File: config.mk
export PLATFORM = sky130hd
export DESIGN_NAME = timer_device
export DESIGN_NICKNAME = d
export VERILOG_FILES = /design/src/rtl/timer_device_pkg.sv /design/src/rtl/timer_device.sv
export SDC_FILE = /design/constraint.sdc
export NUM_CORES = 1
export LEC_CHECK = 0
export CAP_MARGIN = 20
export CELL_PAD_IN_SITES_DETAIL_PLACEMENT = 0
export CELL_PAD_IN_SITES_GLOBAL_PLACEMENT = 1
export CORE_UTILIZATION = 30
export CTS_CLUSTER_SIZE = 20
export DETAILED_ROUTE_END_ITERATION = 8
export PLACE_DENSITY = 0.65
export REMOVE_ABC_BUFFERS = 1
export SYNTH_ARGS = -nofsm -noshare
export SYNTH_HDL_FRONTEND = slang
export SYNTH_SLANG_ARGS = --single-unit
File: constraint.sdc
create_clock -name clk -period 2.27 [get_ports clk]
set_clock_uncertainty 0.15 [all_clocks]
set_input_delay 0.227 -clock clk [delete_from_list [all_inputs] [get_ports clk]]
set_output_delay 0.227 -clock clk [all_outputs]
set_load 0.1 [all_outputs]
File: src/rtl/timer_device_pkg.sv
// Shared constants for the memory-mapped interval timer: register map,
// CTRL bit layout, mode encodings and the FSM state encoding.
package timer_device_pkg;

  localparam logic [1:0] OFF_CTRL   = 2'd0;
  localparam logic [1:0] OFF_PRESET = 2'd1;
  localparam logic [1:0] OFF_COUNT  = 2'd2;
  localparam logic [1:0] OFF_RSVD   = 2'd3;

  localparam int CTRL_EN   = 0;
  localparam int CTRL_MODE = 1;  // two bits, [2:1]
  localparam int CTRL_IM   = 3;

  localparam logic [1:0] MODE_ONESHOT     = 2'b00;
  localparam logic [1:0] MODE_AUTO_RELOAD = 2'b01;

  typedef enum logic [1:0] {
    ST_IDLE = 2'd0,
    ST_LOAD = 2'd1,
    ST_CNT  = 2'd2,
    ST_INT  = 2'd3
  } tmr_state_e;

  // Layout matches the CTRL bit positions so a zero-extend gives the read value.
  typedef struct packed {
    logic       im;
    logic [1:0] mode;
    logic       en;
  } ctrl_t;

endpackage

File: src/rtl/timer_device.sv
// Interval timer on the data-memory bus: CTRL/PRESET/COUNT registers,
// one-shot or auto-reload countdown and a maskable interrupt request.
module timer_device
  import timer_device_pkg::*;
#(
  parameter int         CNT_W       = 32,
  parameter logic [1:0] MODE_RELOAD = MODE_AUTO_RELOAD
) (
  input  logic        clk,
  input  logic        reset,
  input  logic        sel,
  input  logic        we,
  input  logic [1:0]  addr,
  input  logic [31:0] wdata,
  output logic [31:0] rdata,
  output logic        irq
);

  ctrl_t              r_ctrl;
  logic [CNT_W-1:0]   r_preset;
  logic [CNT_W-1:0]   r_count;
  logic               r_irq_flag;
  tmr_state_e         r_state;
  tmr_state_e         w_state_nxt;

  logic w_wr_ctrl, w_wr_preset;
  logic w_cnt_gt1, w_reload;
  logic w_load, w_dec, w_expire, w_en_clr, w_flag_clr;

  assign w_wr_ctrl   = sel & we & (addr == OFF_CTRL);
  assign w_wr_preset = sel & we & (addr == OFF_PRESET);
  assign w_cnt_gt1   = r_count > CNT_W'(1);
  assign w_reload    = (r_ctrl.mode == MODE_RELOAD);

  always_ff @(posedge clk or posedge reset) begin
    if (reset) r_state <= ST_IDLE;
    else       r_state <= w_state_nxt;
  end

  always_comb begin
    w_state_nxt = r_state;
    case (r_state)
      ST_IDLE: if (r_ctrl.en) w_state_nxt = ST_LOAD;
      ST_LOAD: w_state_nxt = ST_CNT;
      ST_CNT: begin
        if (!r_ctrl.en)      w_state_nxt = ST_IDLE;
        else if (!w_cnt_gt1) w_state_nxt = ST_INT;
      end
      ST_INT: begin
        if (!r_ctrl.en || !w_reload) w_state_nxt = ST_IDLE;
        else                         w_state_nxt = ST_LOAD;
      end
      default: w_state_nxt = ST_IDLE;
    endcase
  end

  always_comb begin
    w_load     = (r_state == ST_LOAD);
    w_dec      = (r_state == ST_CNT) & r_ctrl.en & w_cnt_gt1;
    w_expire   = (r_state == ST_CNT) & r_ctrl.en & ~w_cnt_gt1;
    w_en_clr   = (r_state == ST_INT) & r_ctrl.en & ~w_reload;
    w_flag_clr = (r_state == ST_INT) & r_ctrl.en & w_reload;
  end

  // Bus writes to CTRL take priority over the FSM's own CTRL/flag updates.
  always_ff @(posedge clk or posedge reset) begin
    if (reset) begin
      r_ctrl     <= '0;
      r_preset   <= '0;
      r_count    <= '0;
      r_irq_flag <= 1'b0;
    end else begin
      if (w_wr_ctrl) begin
        r_ctrl.en   <= wdata[CTRL_EN];
        r_ctrl.mode <= wdata[CTRL_MODE +: 2];
        r_ctrl.im   <= wdata[CTRL_IM];
      end else if (w_en_clr) begin
        r_ctrl.en <= 1'b0;
      end

      if (w_wr_preset) r_preset <= wdata[CNT_W-1:0];

      if (w_load)        r_count <= r_preset;
      else if (w_dec)    r_count <= r_count - CNT_W'(1);
      else if (w_expire) r_count <= '0;

      if (w_wr_ctrl || w_flag_clr) r_irq_flag <= 1'b0;
      else if (w_expire)           r_irq_flag <= 1'b1;
    end
  end

  always_comb begin
    rdata = '0;
    if (sel) begin
      case (addr)
        OFF_CTRL:   rdata = 32'(r_ctrl);
        OFF_PRESET: rdata = 32'(r_preset);
        OFF_COUNT:  rdata = 32'(r_count);
        default:    rdata = '0;
      endcase
    end
  end

  assign irq = r_irq_flag & r_ctrl.im;

endmodule
==> results of run 1 <==
==> cell families (layout without fill, tap and decap cells) <==
kind of cell,Yosys count,in the layout,synth area share
and+or+nand+nor,157,157,0.229
AOI/OAI and AO/OA,82,82,0.132
DFF,71,71,0.439
muxes,40,40,0.110
buffers and inverters,30,152,0.0313
xor gates and xnor gates,24,24,0.0520
adders and majority gates,2,2,0.00619
==> metrics by stage <==
| step | cell area [sq um] | util | setup WS [ns] |
|---|---|---|---|
| 6_report | 6090 | 0.462 | -0.0986 |
| 5_1_grt | 6090 | 0.462 | -0.186 |
| 4_1_cts | 6030 | 0.457 | -0.118 |
| 3_5_place_dp | 5700 | 0.432 | -0.203 |
| 3_3_place_gp | 5700 | 0.432 | -0.152 |
| 2_1_floorplan | 3930 | - | -1.08 |
==> power groups by stage <==
stage | registers, mW | logic, mW | clock network (mW)
global route | 2.13 | 3.51 | 1.39
detailed placement | 2.07 | 3.09 | 0
floorplan | 2.07 | 1.71 | 0
global placement | 2.05 | 3.05 | 0
finish | 2.07 | 3.25 | 1.29
CTS | 2.06 | 3.17 | 1.32
==> metal layers <==
| metal | vias up | wire length [um] | GRT usage |
|---|---|---|---|
| li1 | 1719 | - | - |
| met1 | 1754 | 5350 | 0.232 |
| met2 | 72 | 5680 | 0.292 |
| met3 | 12 | 466 | 0.0349 |
| met4 | 0 | 136 | 0.0521 |
| met5 | - | 0 | 0 |
==> layout make-up <==
cell class,instances,share of cell area
clock buffers,13,0.0427
clock inverters,1,0.000822
inverters,4,0.00247
multi-input cells,305,0.368
flip-flops and latches,71,0.292
well taps,176,0.0362
repair buffers,134,0.258
==> layout by cell type (no fill, tap or decap), types with 4 or more instances in the layout <==
cell	n
clkdlybuf4s50_1	37
or4_4	5
xor2_1	4
xnor2_1	20
nand3_1	8
buf_12	37
dfrtp_1	71
buf_4	56
a22oi_1	33
o21ai_0	16
and2_1	7
nor3_1	10
o21ai_1	15
a21oi_1	5
nor2_1	9
clkbuf_16	9
nor4_2	4
mux2_2	35
nor4_1	11
nor2b_1	29
mux2i_1	5
nand2_1	37
==> worst paths after layout <==
path | slack (ns) | depth (start not counted) | endpoint | start
max | -0.1 | 5 | r_count[27]$_DFFE_PP0P_ | r_count[18]$_DFFE_PP0P_
min | 0.14 | 2 | r_preset[23]$_DFFE_PP0P_ | reset
max reg2reg | -0.1 | 5 | r_count[27]$_DFFE_PP0P_ | r_count[18]$_DFFE_PP0P_
min reg2reg | 0.36 | 2 | r_count[19]$_DFFE_PP0P_ | r_preset[19]$_DFFE_PP0P_
max in group asynchronous | 1.27 | 3 | r_preset[8]$_DFFE_PP0P_ | reset
min in group clk | 0.34 | 3 | r_ctrl[0]$_DFFE_PP0P_ | wdata[0]
==> repair_timing <==
action / CTS / global route
setup buffers: 0 / 2
pin swaps: 13 / 10
setup endpoints to repair: 33 / 33
gates resized for setup: 16 / 7
hold buffers: 0 / 0
cloned: 0 / 1
==> registers in the layout (all words and copies together) (netlist names) <==
register,flops
r_count,32
r_ctrl,4
r_state,2
r_preset,32
r_irq_flag,1
==> flow_summary.yaml, run 1 <==
global_routing:
  grt_pass1_wl_um: 19400
  antenna_found_initial: 0
  grt_overflow: 0
  grt_pass1_vias: 3791
  grt_max_degree: 35
  grt_use_total: 0.176
routing:
  wire_per_inst_um: 16.5
  drt_iter0_drc: 133
  vias: 3557
  viasPerCell: 5.05
  drtPass1Iterations: 5
  wl_um: 11600
  route.detailed.drc: 0
  ant_nets: 0
critical_path:
  crit_family: "simple AND/OR/NAND/NOR gates"
  crit_buf_inv: 0
  worstSetupEndpointType: "register"
  worstSetupPathType: "register to register"
  cp_slowest_stage_delay_ns: 0.62
  setup.worst_path.start_class: "register"
  path_cells: "or4_4 > or4b_4 > nor4_2 > xnor2_1 > o21ai_1"
  critPathRequiredTime_ns: 2.34
  path_max_fanout: 8
  worstPathArrival_ns: 2.44
  cpMaxStageDelayCell: "or4b_4"
pwr:
  combinationalPowerShare: 0.492
  p_sw_mw: 2.67
  max-vdd-ir-drop_v: 0.000368
  p_leak_nw: 2.43
  swShare: 0.403
  fin_total_pwr_mw: 6.61
  intPower_mw: 3.95
  p_seq_frac: 0.313
  p_clk_frac: 0.196
  powerDensity_mw_per_mm2: 1090
timing:
  worst_pin_slew_ns: 0.586
  timing.hold.ws_ns: 0.136
  setup_viol_count_final: 19
  finalCritPeriodShare: 1.04
  clock.fmax_ghz: 0.422
  slew_headroom: 0.609
  fin_setup_tns_ns: -0.848
  hold_violations: 0
  min_period_ns: 2.37
  rsz0062_at_grt: "true"
  fin_ws_ns: -0.0986
  slew_viol_final: 0
yosys:
  synth-seq-cells: 71
  ys.warnings.count: 0
  synth_area_sq_mm: 0.00404
  synth_top_area_frac: 0.439
  syn_area_per_cell_sq_um: 9.96
  synthTopCellsByArea: "dfrtp_1, mux2_2, a22oi_1"
  yosysMostFrequentCell: "dfrtp_1"
  async_flop_share: 1.00
  yosysSeqAreaShare: 0.439
  synth_top_area_cell: "dfrtp_1"
  synth_edf_count: 0
  synth_cell_types: 50
  synth_common_cells: "dfrtp_1, nand2_1, mux2_2, a22oi_1, nor2b_1"
  syn_inst: 406
  synth_top_flop_cell: "dfrtp_1"
status:
  status: "complete, but fails checks"
  violations: "negative setup slack"
die:
  dieArea_sq_mm: 0.0139
  die_w_um: 118
  core_sq_mm: 0.0132
  start_util: 0.306
  die_h_um: 118
  ioPinCount: 71
  num_rows: 42
layout:
  final_cell_count_no_fill: 704
  fin_nets: 565
  multiInputGateArea_sq_mm: 0.00224
  drive_above_1_share: 0.330
  regArea_sq_mm: 0.00178
  nFillCells: 1271
  antenna_cells: 0
  syn2layout_area_growth_pct: 50.6
placed_design:
  place.gp.congestion: 0.825
  dp.cells: 687
  io_buffers: 70
  hpwlAfterDp_um: 8280
clocking:
  cts_buffers: 9
  htreeDepth: 3
  cts_sinks: 71
  cts-root-buf: "clkbuf_16"
  ctsLongestPathBuffers: 2
  cts_tree: "built"
  insertion_delay_ns: 0.33
  clkTransAtPathRegs_ns: 0.06
job:
  max-cap-violations: 0
min_path:
  min_path_type: "input pin to async pin"
(Power assumes the default switching activity.)
==> inputs of run 2 (changes only) <==
--- a/config.mk
+++ b/config.mk
@@ -8,11 +8,14 @@
 export CAP_MARGIN = 20
 export CELL_PAD_IN_SITES_DETAIL_PLACEMENT = 0
 export CELL_PAD_IN_SITES_GLOBAL_PLACEMENT = 1
+export CORE_ASPECT_RATIO = 2
 export CORE_UTILIZATION = 30
 export CTS_CLUSTER_SIZE = 20
 export DETAILED_ROUTE_END_ITERATION = 8
+export GPL_ROUTABILITY_DRIVEN = 0
 export PLACE_DENSITY = 0.65
 export REMOVE_ABC_BUFFERS = 1
 export SYNTH_ARGS = -nofsm -noshare
 export SYNTH_HDL_FRONTEND = slang
 export SYNTH_SLANG_ARGS = --single-unit
+export TNS_END_PERCENT = 50
==> run 2 against run 1 <==
Compared with the run above: flip-flop and latch count unchanged; non-clock buffer count unchanged; utilization grew 0.72 points; largest cell class unchanged; the run ends with design-rule violations, negative setup slack left; sequential share of layout area is 0.18 points lower; combinational power up 2%; global-route usage up 0.38 points; setup slack worse by 0.020 ns; clock power is essentially flat; cell count down 3.0%; fmax is 0.83% lower; final area is 0.62% higher.
==> flow_summary.yaml, run 2 (synthesis gave the netlist of run 1 again) <==
timing:
  timing.hold.ws_ns: 0.147
  clock.fmax_ghz: 0.419
  hold_violations: 0
  min_period_ns: 2.39
  fin_ws_ns: -0.119
  worst_pin_slew_ns: 0.507
  slew_headroom: 0.662
  rsz0062_at_grt: "true"
  slew_viol_final: 0
  setup_viol_count_final: 5
  fin_setup_tns_ns: -0.393
  finalCritPeriodShare: 1.05
critical_path:
  crit_buf_inv: 0
  path_cells: "or4_4 > nand2b_4 > or4_4 > or4b_1 > nand3_1"
  worstPathArrival_ns: 2.51
  r2r_cells: 5
  cp.depth: 5
  cp_slowest_stage_delay_ns: 0.59
  critPathMostFrequentCell: "or4_4"
  cpMaxStageDelayCell: "or4_4"
  critPathRequiredTime_ns: 2.39
  reg2reg_slack_ns: -0.12
  worstSetupPathType: "register to register"
  crit_family: "simple AND/OR/NAND/NOR gates"
  setup.worst_path.start_class: "register"
  path_max_fanout: 5
  worstSetupEndpointType: "register"
global_routing:
  grt_max_degree: 72
  grt_use_total: 0.180
  antenna_found_initial: 0
  grt_pass1_vias: 3904
  grt_overflow: 0
  grt_pass1_wl_um: 19800
layout:
  layout_common_cells: "dfrtp_1, buf_4, nand2_1"
  final_common_cell: "dfrtp_1"
  reg_top3: "r_count (32), r_preset (32), r_ctrl (4)"
  fin_util: 0.469
  syn2layout_area_growth_pct: 51.6
  antenna_cells: 0
  drive_above_1_share: 0.350
  fin_nets: 566
routing:
  drtPass1Iterations: 6
  wire_per_inst_um: 17.3
  viasPerCell: 5.19
  ant_nets: 0
  drt_iter0_drc: 132
  vias: 3545
  wl_um: 11800
  route.detailed.drc: 6
pwr:
  swShare: 0.411
  p_sw_mw: 2.75
  max-vdd-ir-drop_v: 0.000490
  intPower_mw: 3.94
  combinationalPowerShare: 0.496
  p_clk_frac: 0.194
  p_leak_nw: 2.43
  powerDensity_mw_per_mm2: 1090
  p_seq_frac: 0.311
status:
  violations: "design-rule violations, negative setup slack"
  status: "complete, but fails checks"
clocking:
  insertion_delay_ns: 0.34
  cts_tree: "built"
  ctsHoldBuffers: 0
  cts_buffers: 9
  ctsLongestPathBuffers: 2
  clkTransAtPathRegs_ns: 0.06
  htreeDepth: 3
  cts-root-buf: "clkbuf_16"
  cts_sinks: 71
placed_design:
  io_buffers: 70
  hpwlAfterDp_um: 8460
die:
  num_rows: 59
  start_util: 0.309
  die_h_um: 166
  ioPinCount: 71
  dieArea_sq_mm: 0.0140
  die_w_um: 84.1
  core_sq_mm: 0.0131
job:
  max-cap-violations: 0
min_path:
  min_path_type: "input pin to async pin"
run 2: cell count changes in the layout (fill, tap and decap cells not counted), sizes merged:
cell      delta
clkinvlp     +3
clkinv       +3
clkbuf       -4
or4b         +1
run 2: power groups by stage:
stage,registers (mW),clock network (mW),logic [mW]
finish,2.08,1.30,3.32
global route,2.13,1.39,3.58
CTS,2.07,1.33,3.30
detailed placement,2.06,0,3.15
global placement,2.04,0,3.12
floorplan,2.07,0,1.71
run 2: metal layers:
layer | GRT usage | vias up | share of wire
met5 | 0 | - | 0
met1 | 0.185 | 1747 | 0.37
met2 | 0.351 | 63 | 0.59
met4 | 0.0802 | 0 | 0.023
met3 | 0.0253 | 15 | 0.022
li1 | - | 1720 | -
run 2: timing repair:
| action | in CTS | in global routing |
|---|---|---|
| setup endpoints to repair | 32 | 29 |
| setup buffers | 0 | 3 |
| pin swaps | 10 | 11 |
| gates resized for setup | 21 | 13 |
| gates cloned | 1 | 0 |
run 2: final cells by class:
cell class	count	area (sq um)
multi-input cells	306	2300
inverters	4	15.0
flip-flops and latches	71	1780
fillers	1224	6940
well taps	152	190
clock inverters	7	50.0
repair buffers	134	1570
clock buffers	9	225
run 2: stage by stage:
| stage | power [mW] | worst slack (ns) | area, sq um | std cells |
|---|---|---|---|---|
| 6_report | 6.69 | -0.119 | 6130 | 683 |
| 5_1_grt | 7.11 | -0.160 | 6130 | 683 |
| 4_1_cts | 6.69 | -0.114 | 6060 | 680 |
| 3_5_place_dp | 5.21 | -0.174 | 5660 | 663 |
| 3_3_place_gp | 5.16 | -0.167 | 5660 | 663 |
| 2_1_floorplan | 3.78 | -1.08 | 3930 | 380 |
run 2: final timing paths:
| check | endpoint | start |
|---|---|---|
| worst min register to register | r_count[22]$_DFFE_PP0P_ | r_preset[22]$_DFFE_PP0P_ |
| max in group asynchronous | r_count[11]$_DFFE_PP0P_ | reset |
| worst max-delay path | r_count[20]$_DFFE_PP0P_ | r_count[11]$_DFFE_PP0P_ |
| worst min-delay path | r_preset[0]$_DFFE_PP0P_ | reset |
| worst max register to register | r_count[20]$_DFFE_PP0P_ | r_count[11]$_DFFE_PP0P_ |
| min in group clk | r_preset[8]$_DFFE_PP0P_ | wdata[8] |
run 2: worst reg2reg max path, cell delays in order (launching register included):
cell,delay [ns]
dfrtp_1,0.38
or4_4,0.59
nand2b_4,0.17
or4_4,0.48
or4b_1,0.47
nand3_1,0.08
==> edit: new RTL, config.mk and constraints of run 1 <==
Put a register stage on the output `rdata`, cleared by the reset. The value now appears one clock later. The other outputs are not delayed to match.
--- a/src/rtl/timer_device.sv
+++ b/src/rtl/timer_device.sv
@@ -15,6 +15,8 @@
   output logic [31:0] rdata,
   output logic        irq
 );
+
+  logic [31:0] rdata_d;
 
   ctrl_t              r_ctrl;
   logic [CNT_W-1:0]   r_preset;
@@ -90,17 +92,25 @@
   end
 
   always_comb begin
-    rdata = '0;
+    rdata_d = '0;
     if (sel) begin
       case (addr)
-        OFF_CTRL:   rdata = 32'(r_ctrl);
-        OFF_PRESET: rdata = 32'(r_preset);
-        OFF_COUNT:  rdata = 32'(r_count);
-        default:    rdata = '0;
+        OFF_CTRL:   rdata_d = 32'(r_ctrl);
+        OFF_PRESET: rdata_d = 32'(r_preset);
+        OFF_COUNT:  rdata_d = 32'(r_count);
+        default:    rdata_d = '0;
       endcase
     end
   end
 
   assign irq = r_irq_flag & r_ctrl.im;
 
+  always_ff @(posedge clk or posedge reset) begin
+    if (reset) begin
+      rdata <= '0;
+    end else begin
+      rdata <= rdata_d;
+    end
+  end
+
 endmodule
Behaviour: not the same (a bounded check fails within 4 cycles, from zero or initial values and one cycle with reset high).
==> edit against run 1 <==
  * The run still ends with negative setup slack left
  * Sequential share of layout area grew 9.4 points
  * Maximum frequency decreased by 0.52%
  * Count of clock-buffer cells in the layout is 3 lower
  * Worst setup slack got worse by 12 ps
  * Sequential cell count rose by 32
  * Power grew 15%
  * Wire length is 5.2% higher
  * Final area is 9.7% higher
  * Synthesized area up 21%
  * Critical path depth unchanged
  * Die area increased by 21%
  * Non-clock buffer count grew 9
==> edit: results <==
set metrics [dict create \
    max_stage_delay_ps 530 \
    place_congestion 0.816 \
    grt_usage_pct 15.9 \
    violations "negative setup slack" \
    final_nets 610 \
    cp_max_fo 3 \
    ys_types 48 \
    synthAdderAreaFrac_pct 0.511 \
    async_flop_share_pct 100 \
    cp.arrival_ps 2470 \
    reg_top3 "r_count: 32 flops, r_preset: 32 flops, rdata: 32 flops" \
    ys_seq_area_share_pct 52.6 \
    grt_pass1_vias 4001 \
    setup_ws_ps -111 \
    power.leakage_uw 0.00285 \
    reg2reg_depth 5 \
    yosys-top-cells-count "dfrtp_1 (103), nand2_1 (38), mux2_2 (35)" \
    drive_above_1_share_pct 33.2 \
    fill_cells 1535 \
    fin_tns_setup_ps -628 \
    dr.pass1.iters 4 \
    placed_area_um2 6270 \
    synth_xor_area_share_pct 4.47 \
    synth_area_leaders "dfrtp_1 (53%), mux2_2 (8.0%), a22oi_1 (4.6%), nor2b_1 (4.1%), xnor2_1 (3.2%)" \
    ir_drop_v 0.000524 \
    grt_start_max_net_pins 44 \
    cpMaxStageDelayCell "or4_4" \
    synth_compound_area_share_pct 11.6 \
    setup_violations 11 \
    slew_headroom_pct 63.5 \
    port_buffers 70 \
    insertion_delay_ps 360 \
    wirelength_um 12200 \
    grt_first_pass_wirelength_um 20400 \
    avgViaCountPerCell 4.81 \
    synth_mux_area_share_pct 8.86 \
    cts_buffers 9 \
    drtIter0Drc 195 \
    dp_hpwl_um 8790 \
    status "finished, violations left" \
]
[edit: cell count changes after synthesis, moves of 3 or more]
cell	delta
nor4_1	-4
o31ai_1	+4
a22oi_1	-3
inv_1	+3
or4_1	-4
xor2_1	+3
o21ai_2	+4
dfrtp_1	+32
nor4_2	+10
[edit: logic make-up after synthesis]
group / Yosys count
simple gates: 155
flops: 103
compound gates: 85
mux: 39
buf+inv: 32
xor+xnor: 25
fa+ha+maj: 2
[edit: per-layer routing]
metal	vias up	routed length (µm)	GRT usage [%]
met5	-	0	0
met4	0	155	5.61
met3	12	438	3.98
met2	64	6020	26.7
met1	1877	5620	19.8
li1	1840	-	-
[edit: stage by stage]
stage | std cells | util, % | hold slack, ps | total power [µW] | setup slack (ps)
CTS | 788 | 41.4 | 136 | 7560 | -98.5
global route | 789 | 41.9 | 190 | 8060 | -178
global placement | 772 | 39.3 | 337 | 5880 | -91.7
detailed placement | 772 | 39.3 | 336 | 5930 | -165
finish | 789 | 41.9 | 121 | 7580 | -111
floorplan | 416 | - | 194 | 4580 | -1120
[edit: worst paths after layout]
path                                   startpoint                       to
max in group asynchronous                   reset      rdata[29]$_DFF_PP0_
min in group clk                         wdata[0]    r_ctrl[0]$_DFFE_PP0P_
max reg2reg                r_count[9]$_DFFE_PP0P_  r_count[20]$_DFFE_PP0P_
min                                         reset      rdata[24]$_DFF_PP0_
max                        r_count[9]$_DFFE_PP0P_  r_count[20]$_DFFE_PP0P_
min reg2reg                r_irq_flag$_DFFE_PP0P_   r_irq_flag$_DFFE_PP0P_
[edit: where the power goes]
part           leakage, µW  switching, µW  internal (µW)  total (µW)
registers          0.00131            416           2320        2730
clock network     0.000140            672            868        1540
logic              0.00139           1860           1440        3300
[edit: cell type report]
cell class | count | area [µm²] | share of cell area, %
inverters | 7 | 28.8 | 0.431
multi-input cells | 306 | 2290 | 34.2
clock buffers | 10 | 239 | 3.58
well taps | 216 | 270 | 4.04
repair buffers | 143 | 1230 | 18.4
clock inverters | 4 | 47.5 | 0.712
flip-flops and latches | 103 | 2580 | 38.6
[edit: timing repair]
item / CTS / global route
pin swaps: 3 / 2
endpoints found under the setup margin: 11 / 30
buffers inserted: 2 / 1
resized for setup: 4 / 12
